<file path="src/rtl/ram8_pkg.sv">
// rtl/ram8_pkg.sv - shared Hack word/RAM8 geometry and the load demux helper
package ram8_pkg;

  // Hack word width and RAM8 geometry.
  localparam int WORD_W      = 16;
  localparam int RAM8_DEPTH  = 8;
  localparam int RAM8_ADDR_W = 3;

  // 1-to-8 load demultiplexer (dmux8way).
  // Exactly one output bit carries `load`; the other seven are 0.
  function automatic logic [RAM8_DEPTH-1:0] dmux8way(
    input logic                   load,
    input logic [RAM8_ADDR_W-1:0] sel
  );
    logic [RAM8_DEPTH-1:0] r_sel;
    r_sel      = '0;
    r_sel[sel] = load;
    return r_sel;
  endfunction

endpackage

</file>
<file path="src/rtl/ram8_if.sv">
// rtl/ram8_if.sv - RAM8 access bus: write data, load, address and read data
interface ram8_if
  import ram8_pkg::*;
#(
  parameter int WIDTH = WORD_W
) ();

  logic [WIDTH-1:0]       in;
  logic                   load;
  logic [RAM8_ADDR_W-1:0] address;
  logic [WIDTH-1:0]       out;

  // The requester drives the write side and reads back `out`.
  modport master (
    output in,
    output load,
    output address,
    input  out
  );

  // The memory accepts the write side and drives `out`.
  modport slave (
    input  in,
    input  load,
    input  address,
    output out
  );

endinterface

</file>
<file path="src/rtl/ram8_register16.sv">
// rtl/ram8_register16.sv - WIDTH-bit register with load and synchronous reset
module ram8_register16
  import ram8_pkg::*;
#(
  parameter int WIDTH = WORD_W
) (
  input  logic             i_clk,
  input  logic             i_reset,
  input  logic             i_load,
  input  logic [WIDTH-1:0] i_d,
  output logic [WIDTH-1:0] o_q
);

  logic [WIDTH-1:0] r_q;

  // Each bit is a DFF with a load mux; reset wins over load.
  always_ff @(posedge i_clk) begin
    if (i_reset) begin
      r_q <= '0;
    end else if (i_load) begin
      r_q <= i_d;
    end
  end

  assign o_q = r_q;

endmodule

</file>
<file path="src/rtl/ram8.sv">
// rtl/ram8.sv - eight-word WIDTH-bit RAM: dmux'd loads, mux'd combinational read
module ram8
  import ram8_pkg::*;
#(
  parameter int WIDTH = WORD_W
) (
  input  logic   i_clk,
  input  logic   i_reset,
  ram8_if.slave  bus
);

  logic [RAM8_DEPTH-1:0] w_load;
  logic [WIDTH-1:0]      w_words [RAM8_DEPTH];
  logic [WIDTH-1:0]      w_out;

  // Split the write enable into one load per word.
  always_comb begin
    w_load = dmux8way(bus.load, bus.address);
  end

  // Eight word registers; only the addressed one sees load.
  for (genvar g = 0; g < RAM8_DEPTH; g++) begin : g_word
    ram8_register16 #(
      .WIDTH (WIDTH)
    ) u_word (
      .i_clk   (i_clk),
      .i_reset (i_reset),
      .i_load  (w_load[g]),
      .i_d     (bus.in),
      .o_q     (w_words[g])
    );
  end

  // 8-way word mux: zero-latency read of the stored word, no write-through.
  always_comb begin
    w_out = w_words[bus.address];
  end

  assign bus.out = w_out;

endmodule

</file>
<file path="src/flat_wrapper.sv">
// flat-port wrapper written by rule: the top's interface ports become plain ports
module ram8_flat import ram8_pkg::*;
#(
  parameter int WIDTH = WORD_W
)
  (i_clk, i_reset, bus_in, bus_load, bus_address, bus_out);
  ram8_if #(.WIDTH(WIDTH)) bus_i ();
  input  logic i_clk;
  input  logic i_reset;
  input wire logic [$bits(bus_i.in)-1:0] bus_in;
  input wire logic [$bits(bus_i.load)-1:0] bus_load;
  input wire logic [$bits(bus_i.address)-1:0] bus_address;
  output wire logic [$bits(bus_i.out)-1:0] bus_out;
  assign bus_i.in = bus_in;
  assign bus_i.load = bus_load;
  assign bus_i.address = bus_address;
  assign bus_out = bus_i.out;
  ram8 #(.WIDTH(WIDTH)) u_core (.i_clk(i_clk), .i_reset(i_reset), .bus(bus_i));
endmodule
</file>
<file path="config.mk">
export PLATFORM = sky130hd
export DESIGN_NAME = ram8_flat
export DESIGN_NICKNAME = d
export VERILOG_FILES = /design/src/rtl/ram8_pkg.sv /design/src/rtl/ram8_if.sv /design/src/rtl/ram8_register16.sv /design/src/rtl/ram8.sv /design/src/flat_wrapper.sv
export SDC_FILE = /design/constraint.sdc
export NUM_CORES = 1
export LEC_CHECK = 0
export ABC_AREA = 0
export BUFFER_PORTS_ARGS = -buffer_cell sky130_fd_sc_hd__buf_2
export CORE_MARGIN = 3
export CORE_UTILIZATION = 45
export DETAILED_ROUTE_END_ITERATION = 16
export GPL_ROUTABILITY_DRIVEN = 0
export PLACE_DENSITY = 0.59
export SLEW_MARGIN = 20
export SYNTH_ARGS = -nofsm -noshare
export SYNTH_HDL_FRONTEND = slang
export SYNTH_SLANG_ARGS = --single-unit
</file>
<file path="constraint.sdc">
create_clock -name i_clk -period 1.5 [get_ports i_clk]
set_input_delay 0.075 -clock i_clk [delete_from_list [all_inputs] [get_ports i_clk]]
set_output_delay 0.075 -clock i_clk [all_outputs]
set_load 0.01 [all_outputs]
</file>
Word-level counts from Yosys, hierarchy flattened:

Cells that the tools add are included.

* register bits: 128
* input bits: 22
* output and inout bits: 16

* mux-type cells: 5
* magnitude comparators: 3
* reduce and logical (&&, ||, !) cells: 1
* bitwise gates (word level): 2

Operators with widths (number)
* binary-select mux 16 bit (select 3 bit): 1
* 2-to-1 mux 16 bit: 2
* bitwise AND 8 bit: 1
* greater-or-equal comparator 4 bit, second input constant: 1
* < comparator 3 x 4 -> 1 bit, second input constant: 1
* NOT 3 -> 4 bit: 1
* demux 1 bit (select 3 bit): 1
* greater-or-equal comparator 3 x 1 -> 1 bit, second input constant: 1
* logical AND 1 bit: 1
* 2-to-1 mux 1 bit: 1

Logic depth before layout (Yosys ltp):

Gate-level depths: netlist (run 1).

* depth after elaboration: 5
* mapped depth: 7
* depth with buffers taken out: 3

By module:

Synthesis (run 1) repeated with hierarchy kept, for this count alone.

* cells, all modules: 487
* area total of the unflattened synthesis: 5718.0 µm²

By module, submodules not included
* ram8_register16: cells each 52, times used 8, seq. area each 320.3 µm², area an instance 580.6 µm²
* ram8: cells each 71, times used 1, seq. area each 0.0 µm², area an instance 1073.5 µm²

Least setup slack after synthesis (run 1):

No wires, ideal clock.

* path type: input port to output port
* from: input port bus_address[0]
* to: output port bus_out[10]
* slack: 0.281 ns
* required time: 1.425 ns
* arrival: 1.144 ns
* stages on the path: 4
* path through: buf_6 buf_8 mux4_1 mux2_2

* word-level cells in the longest chain between the ends: 4

Ends and longest elaborated chain
* start: declaration: RTL line flat_wrapper.sv:12 `input wire logic [$bits(bus_i.address)-1:0] bus_address;`
* NOT 3 -> 4 bit (not written as such): RTL line ram8.sv:36 `w_out = w_words[bus.address];`
* binary-select mux 16 bit (select 3 bit): RTL line ram8.sv:36
* 2-to-1 mux 16 bit (not written as such) (2 in a row): RTL line ram8.sv:36
* end: declaration: RTL line flat_wrapper.sv:13 `output wire logic [$bits(bus_i.out)-1:0] bus_out;`

No other way between the ends. The select of a mux whose other input is x is not followed.

Final worst setup path (run 1):

* from: register u_core.g_word[3].u_word.r_q[1]
* to: output port bus_out[1]

* word-level cells in the longest chain between the ends: 3

Ends and longest elaborated chain
* start: declaration: RTL line ram8_register16.sv:14 `logic [WIDTH-1:0] r_q;`
* start signal: assignment: RTL line ram8_register16.sv:21 `r_q <= i_d;`
* binary-select mux 16 bit (select 3 bit): RTL line ram8.sv:36
* 2-to-1 mux 16 bit (not written as such) (2 in a row): RTL line ram8.sv:36

No other way between the ends. The select of a mux whose other input is x is not followed.

==> results of run 1 <==
[where the power goes]
part           switching [uW]  total [uW]  internal [uW]
Sequential               41.6        3520           3480
Clock                    1510        4640           3130
Combinational             409         704            295
Total                    1960        8860           6900
[what timing repair did]
| item | CTS | global route |
|---|---|---|
| gates resized for setup | 56 | 18 |
| cloned | 0 | 0 |
| pin swaps | 10 | 2 |
| hold buffers | 16 | 0 |
| hold endpoints to repair | 124 | 0 |
| endpoints found under the setup margin | 16 | 16 |
| setup buffers | 0 | 0 |
[metal layers]
| layer | GRT usage [%] | routed length, um |
|---|---|---|
| met4 | 9.34 | 370 |
| met2 | 39.6 | 8190 |
| met3 | 6.93 | 1290 |
| met5 | 0 | 0 |
| met1 | 32.8 | 7540 |
[cells by family (layout without fill, tap and decap cells)]
logic type / count (synthesis) / count (layout)
AOI/OAI and AO/OA: 156 / 156
buffers and inverters: 75 / 140
DFF: 128 / 128
muxes: 41 / 41
and+or+nand+nor: 277 / 277
[per-stage QoR]
stage                     power [uW]  hold WS [ps]  setup WS (ps)  instance area, um2  cells
after CTS                       8890          42.0           -236                7220    910
after global routing            9110          57.7           -266                7280    910
after floorplan                 3980           360            281                5760    677
final                           8860          58.5           -225                7280    910
after global placement          4190           391           -185                6290    862
after detailed placement        4200           395           -209                6290    862
[layout make-up]
class / count / area share (%)
repair buffers: 108 / 13.1
well taps: 168 / 2.89
clock buffers: 19 / 6.08
clock inverters: 13 / 2.95
multi-input cells: 474 / 39.5
flip-flops and latches: 128 / 35.4
[path summary, 6_finish.rpt]
check	to	slack, ps	depth (start not counted)
max	bus_out[1]	-220	3
max reg2reg	u_core.g_word[7].u_word.o_q[1]	840	2
min	u_core.g_word[1].u_word.o_q[7]	60	2
min reg2reg	u_core.g_word[5].u_word.o_q[12]	450	2
[cells in the final DEF (no fill, tap or decap), types with 2 or more instances in the layout]
cell           Yosys  routed
mux4_2             2      18
buf_4             15      46
o221ai_2           0       4
dlygate4sd3_1      0      16
and2_1             2       2
a21oi_1          128     128
bufinv_16          0       6
and4b_1            3       3
dfxtp_1          128     113
and4bb_2           3       3
clkbuf_16          0      17
nand4bb_1          3       3
a22oi_2            0       6
nand4b_2           3       3
nor2_1             2       2
clkinv_2           0       7
a32oi_2            0       4
dfxtp_2            0      15
a22oi_1           14       8
o221ai_1           7       3
buf_6              4       9
buf_2             17      26
buf_12             0      11
mux2_2            22       4
nand2_1          256     256
mux2_4             0      19
a32oi_1            7       3
==> run_summary.xml, run 1 <==
<?xml version="1.0" encoding="UTF-8"?>
<metrics>
  <group name="run_status">
    <metric name="status" unit="">complete, but fails checks</metric>
    <metric name="violations" unit="">setup timing</metric>
  </group>
  <group name="logic_synthesis">
    <metric name="yosys_most_used_dff" unit="">dfxtp_1</metric>
    <metric name="synth.top_cells.by_area" unit="">dfxtp_1 (44%), nand2_1 (17%), a21oi_1 (11%), mux4_1 (7.3%), mux2_2 (4.3%)</metric>
    <metric name="yosys.area.top_type_share" unit="%">44.5</metric>
    <metric name="synth_top_family_by_area" unit="">simple AND/OR/NAND/NOR gates</metric>
    <metric name="syn_nets" unit="">699</metric>
    <metric name="synthesized_area_per_cell" unit="um2">8.51</metric>
    <metric name="post_synth_xor_area_fraction" unit="%">0</metric>
    <metric name="yosysUniqueCellTypes" unit="">27</metric>
    <metric name="ys_seq_elements" unit="">128</metric>
    <metric name="fraction_of_the_mapped_netlist_area_in_simple_logic_gates" unit="%">20.6</metric>
    <metric name="synthAdderAreaFrac" unit="%">0</metric>
    <metric name="synth.cell_area" unit="um2">5760</metric>
    <metric name="synth.most_common_cell" unit="">nand2_1</metric>
    <metric name="synth_top_cell_by_area" unit="">dfxtp_1</metric>
    <metric name="ys_async_sr_fraction" unit="%">0</metric>
    <metric name="post_synthesis_instance_total" unit="">677</metric>
    <metric name="multiplexer_share_of_the_synthesized_area" unit="%">12.6</metric>
    <metric name="ys_seq_area_share" unit="%">44.5</metric>
    <metric name="netlist_top_cells_count" unit="">nand2_1 (256), a21oi_1 (128), dfxtp_1 (128)</metric>
    <metric name="synth_warnings" unit="">0</metric>
    <metric name="synth-edff-count" unit="">0</metric>
    <metric name="synth-compound-area-share" unit="%">15.1</metric>
  </group>
  <group name="clocking">
    <metric name="clock_tree.root_cell" unit="">clkbuf_16</metric>
    <metric name="total_number_of_clock_tree_sinks" unit="">128</metric>
    <metric name="path_clk_slew" unit="ps">60</metric>
    <metric name="clock_latency_late_sink" unit="ps">430</metric>
    <metric name="htreeDepth" unit="">4</metric>
    <metric name="cts_buffers" unit="">17</metric>
    <metric name="cts_buffer_depth" unit="">2</metric>
    <metric name="tritoncts" unit="">built</metric>
  </group>
  <group name="final_layout">
    <metric name="largest_register_ffs" unit="">128</metric>
    <metric name="antenna_cells_inserted" unit="">0</metric>
    <metric name="drive_above_1_share" unit="%">27.1</metric>
    <metric name="design.final.nets" unit="">751</metric>
    <metric name="multi_input_area" unit="um2">2880</metric>
    <metric name="fillers" unit="">1114</metric>
    <metric name="layout.area.seq" unit="um2">2580</metric>
    <metric name="area_delta_synth_final" unit="%">26.4</metric>
    <metric name="core_occupancy_in_the_finished_layout" unit="%">59.4</metric>
  </group>
  <group name="setup_path">
    <metric name="cpMaxStageDelayCell" unit="">mux4_2</metric>
    <metric name="timing.critical_path.buf_inv" unit="">1</metric>
    <metric name="crit_reg_reg_startpoint" unit="">u_core.g_word[7].u_word.o_q[1]</metric>
    <metric name="cp_max_fo" unit="">2</metric>
    <metric name="setup.worst_path.start_class" unit="">flop</metric>
    <metric name="max_stage_delay" unit="ps">480</metric>
    <metric name="timing_worst_setup_path_type" unit="">reg2out</metric>
    <metric name="required" unit="ps">1420</metric>
    <metric name="timing.critical_path.cells" unit="">mux4_2, mux2_4, buf_6</metric>
    <metric name="arrival" unit="ps">1650</metric>
    <metric name="crit_family" unit="">multiplexers</metric>
    <metric name="startpoint" unit="">u_core.g_word[3].u_word.o_q[1]</metric>
    <metric name="worstSetupEndpointType" unit="">primary output</metric>
  </group>
  <group name="global_routing">
    <metric name="grt_first_pass_wirelength" unit="um">27200</metric>
    <metric name="grt_usage" unit="%">25.1</metric>
    <metric name="antenna_found_initial" unit="">0</metric>
    <metric name="maximum_number_of_pins_on_one_net_before_global_route_repair" unit="">34</metric>
    <metric name="grt_pass1_vias" unit="">4941</metric>
    <metric name="globalRoute.totalOverflow" unit="">0</metric>
  </group>
  <group name="detailed_routing">
    <metric name="firstDrtPassIters" unit="">5</metric>
    <metric name="route.detailed.wl_per_inst" unit="um">19.1</metric>
    <metric name="first_iter_violations" unit="">485</metric>
    <metric name="route.final.wire_length" unit="um">17400</metric>
    <metric name="antenna_left" unit="">0</metric>
    <metric name="detail_route.vias_per_cell" unit="">5.59</metric>
    <metric name="drcViolationCount" unit="">0</metric>
    <metric name="routed-via-count" unit="">5089</metric>
  </group>
  <group name="sta">
    <metric name="fmax" unit="MHz">580</metric>
    <metric name="final_sum_of_negative_setup_slack" unit="ps">-2090</metric>
    <metric name="worst_pin_slew" unit="ps">515</metric>
    <metric name="max_slew_margin" unit="%">65.6</metric>
    <metric name="clock_tree_skew_after_final_layout" unit="ps">0</metric>
    <metric name="finalSetupViolCount" unit="">16</metric>
    <metric name="post-route-worst-setup-slack" unit="ps">-225</metric>
    <metric name="grt_setup_unrepaired" unit="">yes</metric>
    <metric name="timing_max_transition_violations_final" unit="">0</metric>
    <metric name="period_needed" unit="ps">1720</metric>
    <metric name="final_min_period_over_clock_period" unit="%">115</metric>
    <metric name="timing_hold_violations_final" unit="">0</metric>
  </group>
  <group name="worst_hold_path">
    <metric name="worst_hold_startpoint" unit="">i_reset</metric>
    <metric name="type_of_the_most_critical_hold_path" unit="">in2reg</metric>
  </group>
  <group name="placed_design">
    <metric name="place.detailed.hpwl" unit="um">11200</metric>
    <metric name="buffer_ports.inserted" unit="">37</metric>
  </group>
  <group name="floorplanning">
    <metric name="ioPinCount" unit="">38</metric>
    <metric name="die_w" unit="um">119</metric>
    <metric name="design.core.area" unit="um2">12300</metric>
    <metric name="floorplan.initialDensity" unit="%">47.0</metric>
    <metric name="placement_rows" unit="">40</metric>
    <metric name="chipHeight" unit="um">119</metric>
    <metric name="die_area" unit="um2">14200</metric>
  </group>
  <group name="power_and_ir_drop">
    <metric name="peakVddDrop" unit="mV">0.750</metric>
    <metric name="powerDensity" unit="nW/um2">1220</metric>
    <metric name="leakage" unit="uW">0.00267</metric>
  </group>
  <group name="flow_run">
    <metric name="timing.max_cap.violations" unit="">0</metric>
  </group>
</metrics>
(Power assumes the default switching activity.)
==> run 2, diff against run 1 <==
Clock period 1.5 ns to 2.2 ns, I/O delays scaled along.
==> run_summary.xml, run 2 (synthesized netlist as in run 1, its figures left out) <==
<?xml version="1.0" encoding="UTF-8"?>
<metrics>
  <group name="sta">
    <metric name="grt_setup_unrepaired" unit="">no</metric>
    <metric name="timing_max_transition_violations_final" unit="">0</metric>
    <metric name="max_slew_margin" unit="%">42.9</metric>
    <metric name="period_needed" unit="ps">1910</metric>
    <metric name="fmax" unit="MHz">524</metric>
    <metric name="timing_hold_violations_final" unit="">0</metric>
    <metric name="final_sum_of_negative_setup_slack" unit="ps">0</metric>
    <metric name="worst_pin_slew" unit="ps">856</metric>
    <metric name="clock_tree_skew_after_final_layout" unit="ps">0</metric>
    <metric name="final_min_period_over_clock_period" unit="%">86.7</metric>
    <metric name="finalSetupViolCount" unit="">0</metric>
    <metric name="post-route-worst-setup-slack" unit="ps">292</metric>
  </group>
  <group name="setup_path">
    <metric name="timing_worst_setup_path_type" unit="">in2out</metric>
    <metric name="arrival" unit="ps">1800</metric>
    <metric name="crit_reg_reg_startpoint" unit="">u_core.g_word[6].u_word.o_q[7]</metric>
    <metric name="cp_max_fo" unit="">28</metric>
    <metric name="required" unit="ps">2090</metric>
    <metric name="minimum_setup_slack_among_reg_to_reg_paths" unit="ps">1570</metric>
    <metric name="max_stage_delay" unit="ps">680</metric>
    <metric name="timing.critical_path.cells" unit="">buf_2, mux4_1, mux2_2, buf_2</metric>
    <metric name="cpMaxStageDelayCell" unit="">mux4_1</metric>
    <metric name="startpoint" unit="">bus_address[0]</metric>
    <metric name="reg2reg_to" unit="">u_core.g_word[6].u_word.o_q[7]</metric>
    <metric name="worst-r2r-cell-count" unit="">2</metric>
    <metric name="worstSetupEndpointType" unit="">primary output</metric>
    <metric name="critical_path_depth" unit="">4</metric>
    <metric name="setup.worst_path.start_class" unit="">input port</metric>
    <metric name="timing.critical_path.buf_inv" unit="">2</metric>
    <metric name="crit_family" unit="">multiplexers</metric>
    <metric name="crit_end" unit="">bus_out[1]</metric>
    <metric name="worst_path_most_repeated_cell" unit="">buf_2</metric>
  </group>
  <group name="global_routing">
    <metric name="grt_usage" unit="%">22.9</metric>
    <metric name="grt_pass1_vias" unit="">4645</metric>
    <metric name="grt_first_pass_wirelength" unit="um">25200</metric>
    <metric name="globalRoute.totalOverflow" unit="">0</metric>
    <metric name="maximum_number_of_pins_on_one_net_before_global_route_repair" unit="">129</metric>
    <metric name="antenna_found_initial" unit="">1</metric>
  </group>
  <group name="detailed_routing">
    <metric name="firstDrtPassIters" unit="">5</metric>
    <metric name="route.detailed.wl_per_inst" unit="um">18.4</metric>
    <metric name="routed-via-count" unit="">4853</metric>
    <metric name="route.final.wire_length" unit="um">16000</metric>
    <metric name="drcViolationCount" unit="">0</metric>
    <metric name="detail_route.vias_per_cell" unit="">5.60</metric>
    <metric name="antenna_left" unit="">0</metric>
    <metric name="first_iter_violations" unit="">334</metric>
  </group>
  <group name="power_and_ir_drop">
    <metric name="leakage" unit="uW">0.00243</metric>
    <metric name="peakVddDrop" unit="mV">0.513</metric>
    <metric name="comb_power_share" unit="%">6.8</metric>
    <metric name="power.net_switching" unit="uW">1230</metric>
    <metric name="sw_frac_of_total" unit="%">22.1</metric>
    <metric name="sequentialPowerShare" unit="%">42.9</metric>
    <metric name="share_clk_of_total_power" unit="%">50.2</metric>
    <metric name="powerDensity" unit="nW/um2">845</metric>
    <metric name="cellInternalPower" unit="uW">4340</metric>
  </group>
  <group name="final_layout">
    <metric name="design.final.nets" unit="">708</metric>
    <metric name="drive_above_1_share" unit="%">17.9</metric>
    <metric name="finish.instance_area" unit="um2">6600</metric>
    <metric name="area_delta_synth_final" unit="%">14.5</metric>
    <metric name="final_cell_mix" unit="">nand2_1 (256), a21oi_1 (128), dfxtp_1 (128)</metric>
    <metric name="core_occupancy_in_the_finished_layout" unit="%">53.8</metric>
    <metric name="final-instance-count-excl-fill" unit="">867</metric>
    <metric name="largest_register_ffs" unit="">128</metric>
    <metric name="most_common_library_cell_in_the_layout_ignoring_fill_and_taps" unit="">nand2_1</metric>
  </group>
  <group name="clocking">
    <metric name="htreeDepth" unit="">4</metric>
    <metric name="clock_latency_late_sink" unit="ps">410</metric>
    <metric name="cts_buffers" unit="">17</metric>
    <metric name="cts_resized" unit="">0</metric>
    <metric name="clock_tree.root_cell" unit="">clkbuf_16</metric>
    <metric name="cts.repair_timing.setup_buffer_count" unit="">0</metric>
    <metric name="tritoncts" unit="">built</metric>
    <metric name="cts_buffer_depth" unit="">2</metric>
    <metric name="postCtsHoldBufs" unit="">0</metric>
    <metric name="total_number_of_clock_tree_sinks" unit="">128</metric>
    <metric name="path_clk_slew" unit="ps">50</metric>
  </group>
  <group name="flow_run">
    <metric name="timing.max_cap.violations" unit="">0</metric>
  </group>
  <group name="floorplanning">
    <metric name="die_w" unit="um">119</metric>
    <metric name="chipHeight" unit="um">119</metric>
    <metric name="placement_rows" unit="">40</metric>
    <metric name="ioPinCount" unit="">38</metric>
    <metric name="die_area" unit="um2">14200</metric>
    <metric name="floorplan.initialDensity" unit="%">47.0</metric>
    <metric name="design.core.area" unit="um2">12300</metric>
  </group>
  <group name="worst_hold_path">
    <metric name="type_of_the_most_critical_hold_path" unit="">in2reg</metric>
  </group>
  <group name="placed_design">
    <metric name="placed_cell_area" unit="um2">6000</metric>
    <metric name="place_ws" unit="ps">245</metric>
    <metric name="dp.cells" unit="">835</metric>
    <metric name="buffer_ports.inserted" unit="">37</metric>
    <metric name="place.detailed.hpwl" unit="um">9990</metric>
  </group>
  <group name="run_status">
    <metric name="status" unit="">finished, final reports clean</metric>
  </group>
</metrics>
run 2: cell count changes in the layout (fill, tap and decap cells not counted), moves of 7 or more:
| cell | delta |
|---|---|
| dfxtp_2 | -15 |
| mux2_4 | -19 |
| mux4_2 | -16 |
| mux4_1 | +16 |
| mux2_2 | +18 |
| buf_4 | -21 |
| buf_6 | -9 |
| buf_12 | -7 |
| dlygate4sd3_1 | -16 |
| dfxtp_1 | +15 |
| buf_2 | +10 |
run 2: metrics by stage:
| step | hold slack, ps | power [uW] |
|---|---|---|
| finish | 13.6 | 5570 |
| global route | 17.1 | 5750 |
| CTS | 0.00183 | 5620 |
| detailed placement | 434 | 2820 |
| global placement | 428 | 2810 |
| floorplan | 395 | 2710 |
run 2: per-layer routing:
layer	vias to the layer above	wire (um)	GRT usage [%]
met4	0	316	7.46
li1	2326	-	-
met2	178	7390	36.3
met5	-	0	0
met3	23	1280	6.22
met1	2326	6970	30.4
run 2: worst min path at each step:
stage               startpoint                              end  slack [ps]  depth (start not counted)
floorplan           bus_in[10]  u_core.g_word[0].u_word.o_q[10]         400                          3
global placement     bus_in[5]   u_core.g_word[5].u_word.o_q[5]         430                          3
detailed placement   bus_in[5]   u_core.g_word[3].u_word.o_q[5]         430                          3
CTS                  bus_in[9]   u_core.g_word[4].u_word.o_q[9]       0.002                          3
global route         bus_in[5]   u_core.g_word[4].u_word.o_q[5]          20                          3
finish               bus_in[9]   u_core.g_word[7].u_word.o_q[9]          10                          3
run 2: cell type report:
class	count	area, um2
fillers	1147	5660
multi-input cells	474	2780
flip-flops and latches	128	2560
clock buffers	26	519
repair buffers	65	448
well taps	168	210
clock inverters	5	75.1
diodes	1	2.50
run 2: worst min-delay path: stages:
cell,delay (ps)
buf_2,150
nand2_1,60
a21oi_1,50
run 2: power groups by stage:
stage	Clock, uW	Combinational [uW]	Sequential [uW]
4_1_cts	2850	380	2390
3_5_place_dp	0	379	2440
3_3_place_gp	0	372	2440
6_report	2800	381	2390
2_1_floorplan	0	278	2430
5_1_grt	2940	414	2400
